===== config.mk =====
export PLATFORM = sky130hd
export DESIGN_NAME = rsa_priv_keygen
export DESIGN_NICKNAME = d
export VERILOG_FILES = /design/src/rtl/rsa_pkg.sv /design/src/rtl/rsa_priv_keygen.sv
export SDC_FILE = /design/constraint.sdc
export NUM_CORES = 1
export LEC_CHECK = 0
export ABC_CLOCK_PERIOD_IN_PS = 7700
export CAP_MARGIN = 20
export CORE_AREA = 3 3 196 198
export CTS_CLUSTER_SIZE = 25
export DETAILED_ROUTE_END_ITERATION = 16
export DIE_AREA = 0 0 199 201
export GPL_ROUTABILITY_DRIVEN = 0
export HOLD_SLACK_MARGIN = 0.05
export SLEW_MARGIN = 25
export SYNTH_ARGS = -nofsm -noshare
export SYNTH_HDL_FRONTEND = slang
export SYNTH_SLANG_ARGS = --single-unit

===== constraint.sdc =====
create_clock -name clk -period 7.7 [get_ports clk]
set_clock_uncertainty 0.2 [all_clocks]
set_input_delay 1.54 -clock clk [delete_from_list [all_inputs] [get_ports clk]]
set_output_delay 1.54 -clock clk [all_outputs]
set_load 0.02 [all_outputs]

===== src/rtl/rsa_pkg.sv =====
// Shared definitions for the RSA key-generation datapath blocks.
package rsa_pkg;

    localparam int DEF_W_IN  = 8;
    localparam int DEF_W_PHI = 16;

    typedef enum logic [2:0] {
        S_IDLE  = 3'd0,
        S_INIT  = 3'd1,
        S_CHECK = 3'd2,
        S_DIV   = 3'd3,
        S_SWAP  = 3'd4,
        S_FIX   = 3'd5,
        S_DONE  = 3'd6
    } state_t;

endpackage


===== src/rtl/rsa_priv_keygen.sv =====
// Private-exponent generator: d = e^-1 mod (p-1)(q-1) via iterative
// extended Euclid, one restoring-division bit per cycle.
//
// state | meaning
// IDLE  | wait for start, latch p/q/e
// INIT  | phi = (p-1)(q-1), seed remainders and coefficients
// CHECK | reject p<2, q<2, e==0
// DIV   | one quotient bit per cycle, k = W_PHI-1 .. 0
// SWAP  | rotate (r0,r1) and (t0,t1); stop when remainder is 0
// FIX   | gcd check, map coefficient into [0, phi)
// DONE  | finish pulse
module rsa_priv_keygen
    import rsa_pkg::*;
#(
    parameter int W_IN  = DEF_W_IN,
    parameter int W_PHI = DEF_W_PHI
) (
    input  logic             clk,
    input  logic             rst,
    input  logic             start,
    input  logic [W_IN-1:0]  p,
    input  logic [W_IN-1:0]  q,
    input  logic [W_IN-1:0]  e,
    output logic [W_PHI-1:0] d,
    output logic             err,
    output logic             busy,
    output logic             finish
);

    localparam int T_W = W_PHI + 2;
    localparam int K_W = $clog2(W_PHI);

    state_t state, state_nx;

    logic [W_IN-1:0]        p_r, q_r, e_r;
    logic [W_PHI-1:0]       phi, r0, r1;
    logic signed [T_W-1:0]  t0, t1;
    logic [K_W-1:0]         k;

    // Double-width compare so r1<<k never loses bits.
    logic [2*W_PHI-1:0]     r1_sh;
    logic                   sub_ok;
    logic                   invalid;
    logic signed [T_W-1:0]  t0_wrap;

    assign r1_sh   = {{W_PHI{1'b0}}, r1} << k;
    assign sub_ok  = ({{W_PHI{1'b0}}, r0} >= r1_sh);
    assign invalid = (p_r < W_IN'(2)) || (q_r < W_IN'(2)) || (e_r == '0);
    assign t0_wrap = t0 + $signed({2'b00, phi});

    assign busy   = (state != S_IDLE);
    assign finish = (state == S_DONE);

    // State register.
    always_ff @(posedge clk or posedge rst) begin
        if (rst) state <= S_IDLE;
        else     state <= state_nx;
    end

    // Next-state decode.
    always_comb begin
        state_nx = state;
        case (state)
            S_IDLE:  if (start) state_nx = S_INIT;
            S_INIT:  state_nx = S_CHECK;
            S_CHECK: state_nx = invalid ? S_DONE : S_DIV;
            S_DIV:   if (k == '0) state_nx = S_SWAP;
            S_SWAP:  state_nx = (r0 == '0) ? S_FIX : S_DIV;
            S_FIX:   state_nx = S_DONE;
            S_DONE:  state_nx = S_IDLE;
            default: state_nx = S_IDLE;
        endcase
    end

    // Datapath and result registers.
    always_ff @(posedge clk or posedge rst) begin
        if (rst) begin
            p_r <= '0; q_r <= '0; e_r <= '0;
            phi <= '0; r0 <= '0; r1 <= '0;
            t0  <= '0; t1 <= '0; k <= '0;
            d   <= '0; err <= 1'b0;
        end else begin
            case (state)
                S_IDLE: if (start) begin
                    p_r <= p; q_r <= q; e_r <= e;
                end
                S_INIT: begin
                    phi <= W_PHI'(p_r - 1'b1) * W_PHI'(q_r - 1'b1);
                    r0  <= W_PHI'(p_r - 1'b1) * W_PHI'(q_r - 1'b1);
                    r1  <= W_PHI'(e_r);
                    t0  <= '0;
                    t1  <= T_W'(1);
                end
                S_CHECK: begin
                    if (invalid) begin
                        err <= 1'b1;
                        d   <= '0;
                    end
                    k <= K_W'(W_PHI - 1);
                end
                S_DIV: begin
                    if (sub_ok) begin
                        r0 <= r0 - r1_sh[W_PHI-1:0];
                        t0 <= t0 - (t1 <<< k);
                    end
                    k <= k - 1'b1;
                end
                S_SWAP: begin
                    r0 <= r1; r1 <= r0;
                    t0 <= t1; t1 <= t0;
                    k  <= K_W'(W_PHI - 1);
                end
                S_FIX: begin
                    if (r0 != W_PHI'(1)) begin
                        err <= 1'b1;
                        d   <= '0;
                    end else begin
                        err <= 1'b0;
                        // Everything is congruent to 0 mod 1.
                        if (phi == W_PHI'(1))  d <= '0;
                        else if (t0 >= 0)      d <= t0[W_PHI-1:0];
                        else                   d <= t0_wrap[W_PHI-1:0];
                    end
                end
                default: ;
            endcase
        end
    end

endmodule


==> impl_metrics.yaml, run 1 <==
timing:
  setup_viol_count_final: 0
  rsz0062_at_grt: "no"
  period_needed_ns: 6.98
  slew_violations: 0
  slew-limit-headroom_pct: 43.6
  tightest_slew_ns: 0.840
  fin_crit_sh_pct: 90.7
  setup_tns_ns: 0
  hold_viol: 0
  max_freq_mhz: 143
placed_design:
  dp_hpwl_um: 25100
  portBuffers: 45
logic_synthesis:
  ys_top_cells_by_count: "nand2_1 (171), nor2_1 (144), dfrtp_1 (132)"
  ys_seq_area_share_pct: 27.2
  ys_ff_latch: 132
  syn_area_mm2: 0.0122
  synth_edf_count: 0
  syn_inst: 1388
  yosys-top-cells-area: "dfrtp_1 (27%), fa_1 (11%), ha_1 (8.6%)"
  synth_top_area_cell: "dfrtp_1"
  yosys_warnings: 0
  synth_cell_types: 65
  async_reset_ff_share_pct: 100
  yosys.area.top_type_share_pct: 27.2
  synth_most_common_cell: "nand2_1"
  synth_fp_nets: 1565
  syn_area_per_cell_um2: 8.76
  ys.flop_type: "dfrtp_1"
critical_path:
  r2r-start: "p_r[0]"
  cp_top_family: "adder cells"
  cp.arrival_ns: 7.11
  cp-end-kind: "register"
  critPathSlowestCell: "fa_1"
  crit_chain: "inv_1, ha_1, nor3b_1, nand2_1, nor3_1, nand2_1, fa_1, inv_1, fa_1, fa_1, fa_1, inv_1, fa_1, inv_1, ha_1, a21oi_1, o21ai_0, o41ai_1, o21ai_0, xnor2_1, o21ai_1, o22a_1"
  rrSetupSlack_ns: 0.72
  path_common_cell: "fa_1"
  required_ns: 7.83
  path_buf_inv: 4
  setup.worst_path.start: "p_r[0]"
  critPathMaxStageDelay_ns: 0.58
  cp_max_fo: 13
  worstSetupPathType: "reg -> reg"
  startpoint_type: "register"
route:
  drt_iter0_drc: 732
  dr_wl_met2_um: 14900
  drt-total-wl_um: 33200
  wl_met3_um: 1850
  num_vias: 10224
  wire_per_inst_um: 17.6
  routed_via_density: 5.42
  drcViolationCount: 0
  ant_nets: 0
  highest_layer: "met4"
  wl_met1_um: 15900
  first_pass_iters: 6
hold_path:
  hp-class: "reg -> reg"
  hp-start: "d[9]"
cts:
  root_buffer: "clkbuf_16"
  path_clk_slew_ns: 0.07
  clk_latency_ns: 0.43
  cts_sinks: 132
  cts_tree: "built"
  h-tree-depth: 4
  post_cts_resized: 0
  cts_made_buffers: 17
  cts_setup_buffers: 0
  cts_hold_buf: 0
  cts_buffer_depth: 2
global_routing:
  antenna_found_initial: 0
  grt_pass1_vias: 10036
  grt_max_degree: 76
  track_usage_pct: 16.9
  grt_pass1_wl_um: 54600
  grt-ovfl-total: 0
cells_and_area:
  drive_above_1_share_pct: 8.74
  area_growth_pct: 12.6
  antenna_cells: 0
  multiInputGateArea_mm2: 0.00827
  fillerInstances: 3717
  nNetsFinal: 1582
  ff_latch_area_mm2: 0.00330
die:
  ios: 46
  start_util_pct: 33.1
  fp-row-count: 70
  die_x_um: 199
  die_area_mm2: 0.0400
  core_area_mm2: 0.0367
  fp.dieH_um: 201
job:
  max-cap-violations: 0
run_status:
  status: "completed"
-- area by class of cell --
cell class	instances	area share, %
Timing Repair Buffer	61	4.19
Sequential cell	132	24.1
Multi-Input combinational cell	1098	60.4
Clock inverter	13	1.09
Tap cell	468	4.28
Clock buffer	19	3.24
Inverter	95	2.64
-- path summary, 6_finish.rpt --
| kind | endpoint | depth (start not counted) |
|---|---|---|
| hold reg to reg | d[9] | 2 |
| hold / removal | d[9] | 2 |
| min in group asynchronous | phi[14] | 2 |
| max in group asynchronous | k[1] | 3 |
| setup / recovery | r0[15] | 22 |
| setup reg to reg | r0[15] | 22 |
-- metal layers --
layer | vias to the layer above | GRT usage [%]
li1 | 4936 | -
met1 | 4960 | 24.8
met2 | 290 | 25.5
met3 | 38 | 3.24
met4 | 0 | 4.47
met5 | - | 0
-- cells in the final DEF, fill, tap and decap left out, types with 7 or more instances in the layout --
cell type / instances
mux2i_1: 40
clkdlybuf4s50_1: 45
nand3_1: 15
a22oi_1: 23
clkbuf_16: 17
a22o_1: 24
nor2_1: 142
mux4_2: 15
nand2_1: 171
o21a_1: 10
inv_1: 92
or2_2: 18
nor4_1: 14
fa_1: 66
buf_4: 15
ha_1: 84
mux2_2: 28
a21oi_1: 91
or3_1: 7
nor2b_1: 7
a211oi_1: 8
dfrtp_1: 131
a31oi_1: 16
and3_1: 10
o21ai_0: 84
xnor2_1: 45
nor3_1: 32
xor2_1: 21
a21o_1: 18
a221oi_1: 13
nand2b_1: 19
-- registers in the layout, indices dropped and copies added, names as in the netlist, 8 cells and up --
register and count:
d 16, e_r 8, p_r 8, phi 16
q_r 8, r0 16, r1 16, t0 18
t1 18
-- kinds of logic after synthesis --
family / synth area share [%]
flip-flops: 27.2
multiplexers: 8.67
AO/OA/AOI/OAI: 17.6
buffers and inverters: 5.00
adder cells (fa/ha/maj): 19.5
AND/OR/NAND/NOR: 17.1
XOR/XNOR: 4.94
-- tightest hold or removal path, delay by kind of cell, from the launching register on --
kind               cells  cell delay (ns)
DFF                    1             0.34
and+or+nand+nor        1             0.04
AOI/OAI and AO/OA      1             0.06
-- metrics by stage --
stage	utilization, %	hold WS, ns	setup slack (ns)	std cells	cell area (µm²)
2_1_floorplan	-	0.269	1.16	1388	12200
3_3_place_gp	35.7	0.264	0.897	1854	13100
3_5_place_dp	35.7	0.270	0.686	1854	13100
4_1_cts	37.3	0.284	0.669	1886	13700
5_1_grt	37.3	0.305	0.0561	1886	13700
6_report	37.3	0.276	0.720	1886	13700
Power of run 1 is not shown: default switching activity piles up to over one toggle a cycle in this logic, so the estimate is an artifact.
==> run 2: changes to the inputs <==
--- a/config.mk
+++ b/config.mk
@@ -5,7 +5,6 @@
 export SDC_FILE = /design/constraint.sdc
 export NUM_CORES = 1
 export LEC_CHECK = 0
-export ABC_CLOCK_PERIOD_IN_PS = 7700
 export CAP_MARGIN = 20
 export CORE_AREA = 3 3 196 198
 export CTS_CLUSTER_SIZE = 25
==> results of run 2 <==
The final DEF is identical to that of run 1; final timing and power are the same.
Power of run 2 is left out for the same reason.
==> run 3: changes to the inputs <==
--- a/config.mk
+++ b/config.mk
@@ -7,12 +7,12 @@
 export LEC_CHECK = 0
 export CAP_MARGIN = 20
 export CORE_AREA = 3 3 196 198
-export CTS_CLUSTER_SIZE = 25
+export CTS_CLUSTER_SIZE = 8
 export DETAILED_ROUTE_END_ITERATION = 16
 export DIE_AREA = 0 0 199 201
 export GPL_ROUTABILITY_DRIVEN = 0
 export HOLD_SLACK_MARGIN = 0.05
-export SLEW_MARGIN = 25
+export SLEW_MARGIN = 15
 export SYNTH_ARGS = -nofsm -noshare
 export SYNTH_HDL_FRONTEND = slang
 export SYNTH_SLANG_ARGS = --single-unit
==> impl_metrics.yaml, run 3 (synthesis gave the netlist of run 1 again) <==
run_status:
  status: "completed"
hold_path:
  hp-start: "d[9]"
  hp-class: "reg -> reg"
cells_and_area:
  layout_common_cells: "nand2_1 (171), nor2_1 (142), dfrtp_1 (131)"
  antenna_cells: 0
  area_growth_pct: 12.7
  fillerInstances: 3719
  nNetsFinal: 1583
  top_regs: "t0 (18), t1 (18)"
  drive_above_1_share_pct: 8.74
  final_common_cell: "nand2_1"
route:
  drt_iter0_drc: 811
  ant_nets: 0
  num_vias: 10267
  wire_per_inst_um: 17.6
  routed_via_density: 5.44
  first_pass_iters: 5
  drcViolationCount: 0
  drt-total-wl_um: 33200
die:
  ios: 46
  die_area_mm2: 0.0400
  die_x_um: 199
  fp-row-count: 70
  core_area_mm2: 0.0367
  fp.dieH_um: 201
  start_util_pct: 33.1
cts:
  cts_hold_buf: 0
  cts_made_buffers: 17
  cts_sinks: 132
  cts_buffer_depth: 2
  h-tree-depth: 4
  cts_setup_buffers: 0
  clk_latency_ns: 0.43
  post_cts_resized: 0
  cts_tree: "built"
  root_buffer: "clkbuf_16"
  path_clk_slew_ns: 0.07
timing:
  setup_tns_ns: 0
  hold_viol: 0
  slew_violations: 0
  period_needed_ns: 7.00
  tightest_slew_ns: 0.953
  fin_crit_sh_pct: 90.9
  setup_viol_count_final: 0
  rsz0062_at_grt: "no"
  slew-limit-headroom_pct: 36.5
  max_freq_mhz: 143
global_routing:
  track_usage_pct: 16.9
  grt_pass1_vias: 10036
  grt_pass1_wl_um: 54600
  grt_max_degree: 76
  grt-ovfl-total: 0
  antenna_found_initial: 0
critical_path:
  r2r-start: "p_r[0]"
  worstSetupPathType: "reg -> reg"
  cp_max_fo: 13
  required_ns: 7.82
  cp.arrival_ns: 7.12
  cp-end-kind: "register"
  startpoint_type: "register"
  setup.worst_path.start: "p_r[0]"
job:
  max-cap-violations: 0
placed_design:
  portBuffers: 45
  dp_hpwl_um: 25100
==> run 3: area by class of cell <==
type                    instances  area, µm²  area share, %
multi-input cells            1098       8270           60.4
flip-flops and latches        132       3300           24.1
repair buffers                 62        586           4.27
well taps                     468        586           4.27
clock buffers                  19        443           3.23
inverters                      95        362           2.64
clock inverters                13        149           1.09
==> run 3: final timing paths <==
kind | slack [ns] | cells past startpoint | endpoint
hold / removal | 0.28 | 2 | d[9]
min in group asynchronous | 1.35 | 2 | phi[14]
setup / recovery | 0.70 | 22 | r0[15]
max in group asynchronous | 4.54 | 3 | k[1]
setup reg to reg | 0.70 | 22 | r0[15]
hold reg to reg | 0.28 | 2 | d[9]
==> run 3: stage by stage <==
step,utilization (%),setup WS [ns],cells,cell area (µm²),hold slack (ns)
6_report,37.3,0.700,1887,13700,0.276
5_1_grt,37.3,0.0561,1887,13700,0.305
4_1_cts,37.3,0.669,1886,13700,0.284
3_5_place_dp,35.7,0.686,1854,13100,0.270
3_3_place_gp,35.7,0.897,1854,13100,0.264
2_1_floorplan,-,1.16,1388,12200,0.269
==> run 3: critical path, cell delays in order, from the launching register on <==
cell	delay [ns]
dfrtp_1	0.52
inv_1	0.16
ha_1	0.22
nor3b_1	0.42
nand2_1	0.24
nor3_1	0.44
nand2_1	0.24
fa_1	0.58
inv_1	0.06
fa_1	0.53
fa_1	0.44
fa_1	0.55
inv_1	0.05
fa_1	0.49
inv_1	0.04
ha_1	0.29
a21oi_1	0.21
o21ai_0	0.15
o41ai_1	0.38
o21ai_0	0.19
xnor2_1	0.20
o21ai_1	0.08
o22a_1	0.19
==> run 3: per-layer routing <==
layer,global-route usage [%],vias up,wire length (µm)
li1,-,4934,-
met3,3.24,41,1770
met1,24.8,4994,16000
met5,0,-,0
met4,4.47,0,621
met2,25.5,298,14800
Power of run 3 is left out for the same reason.
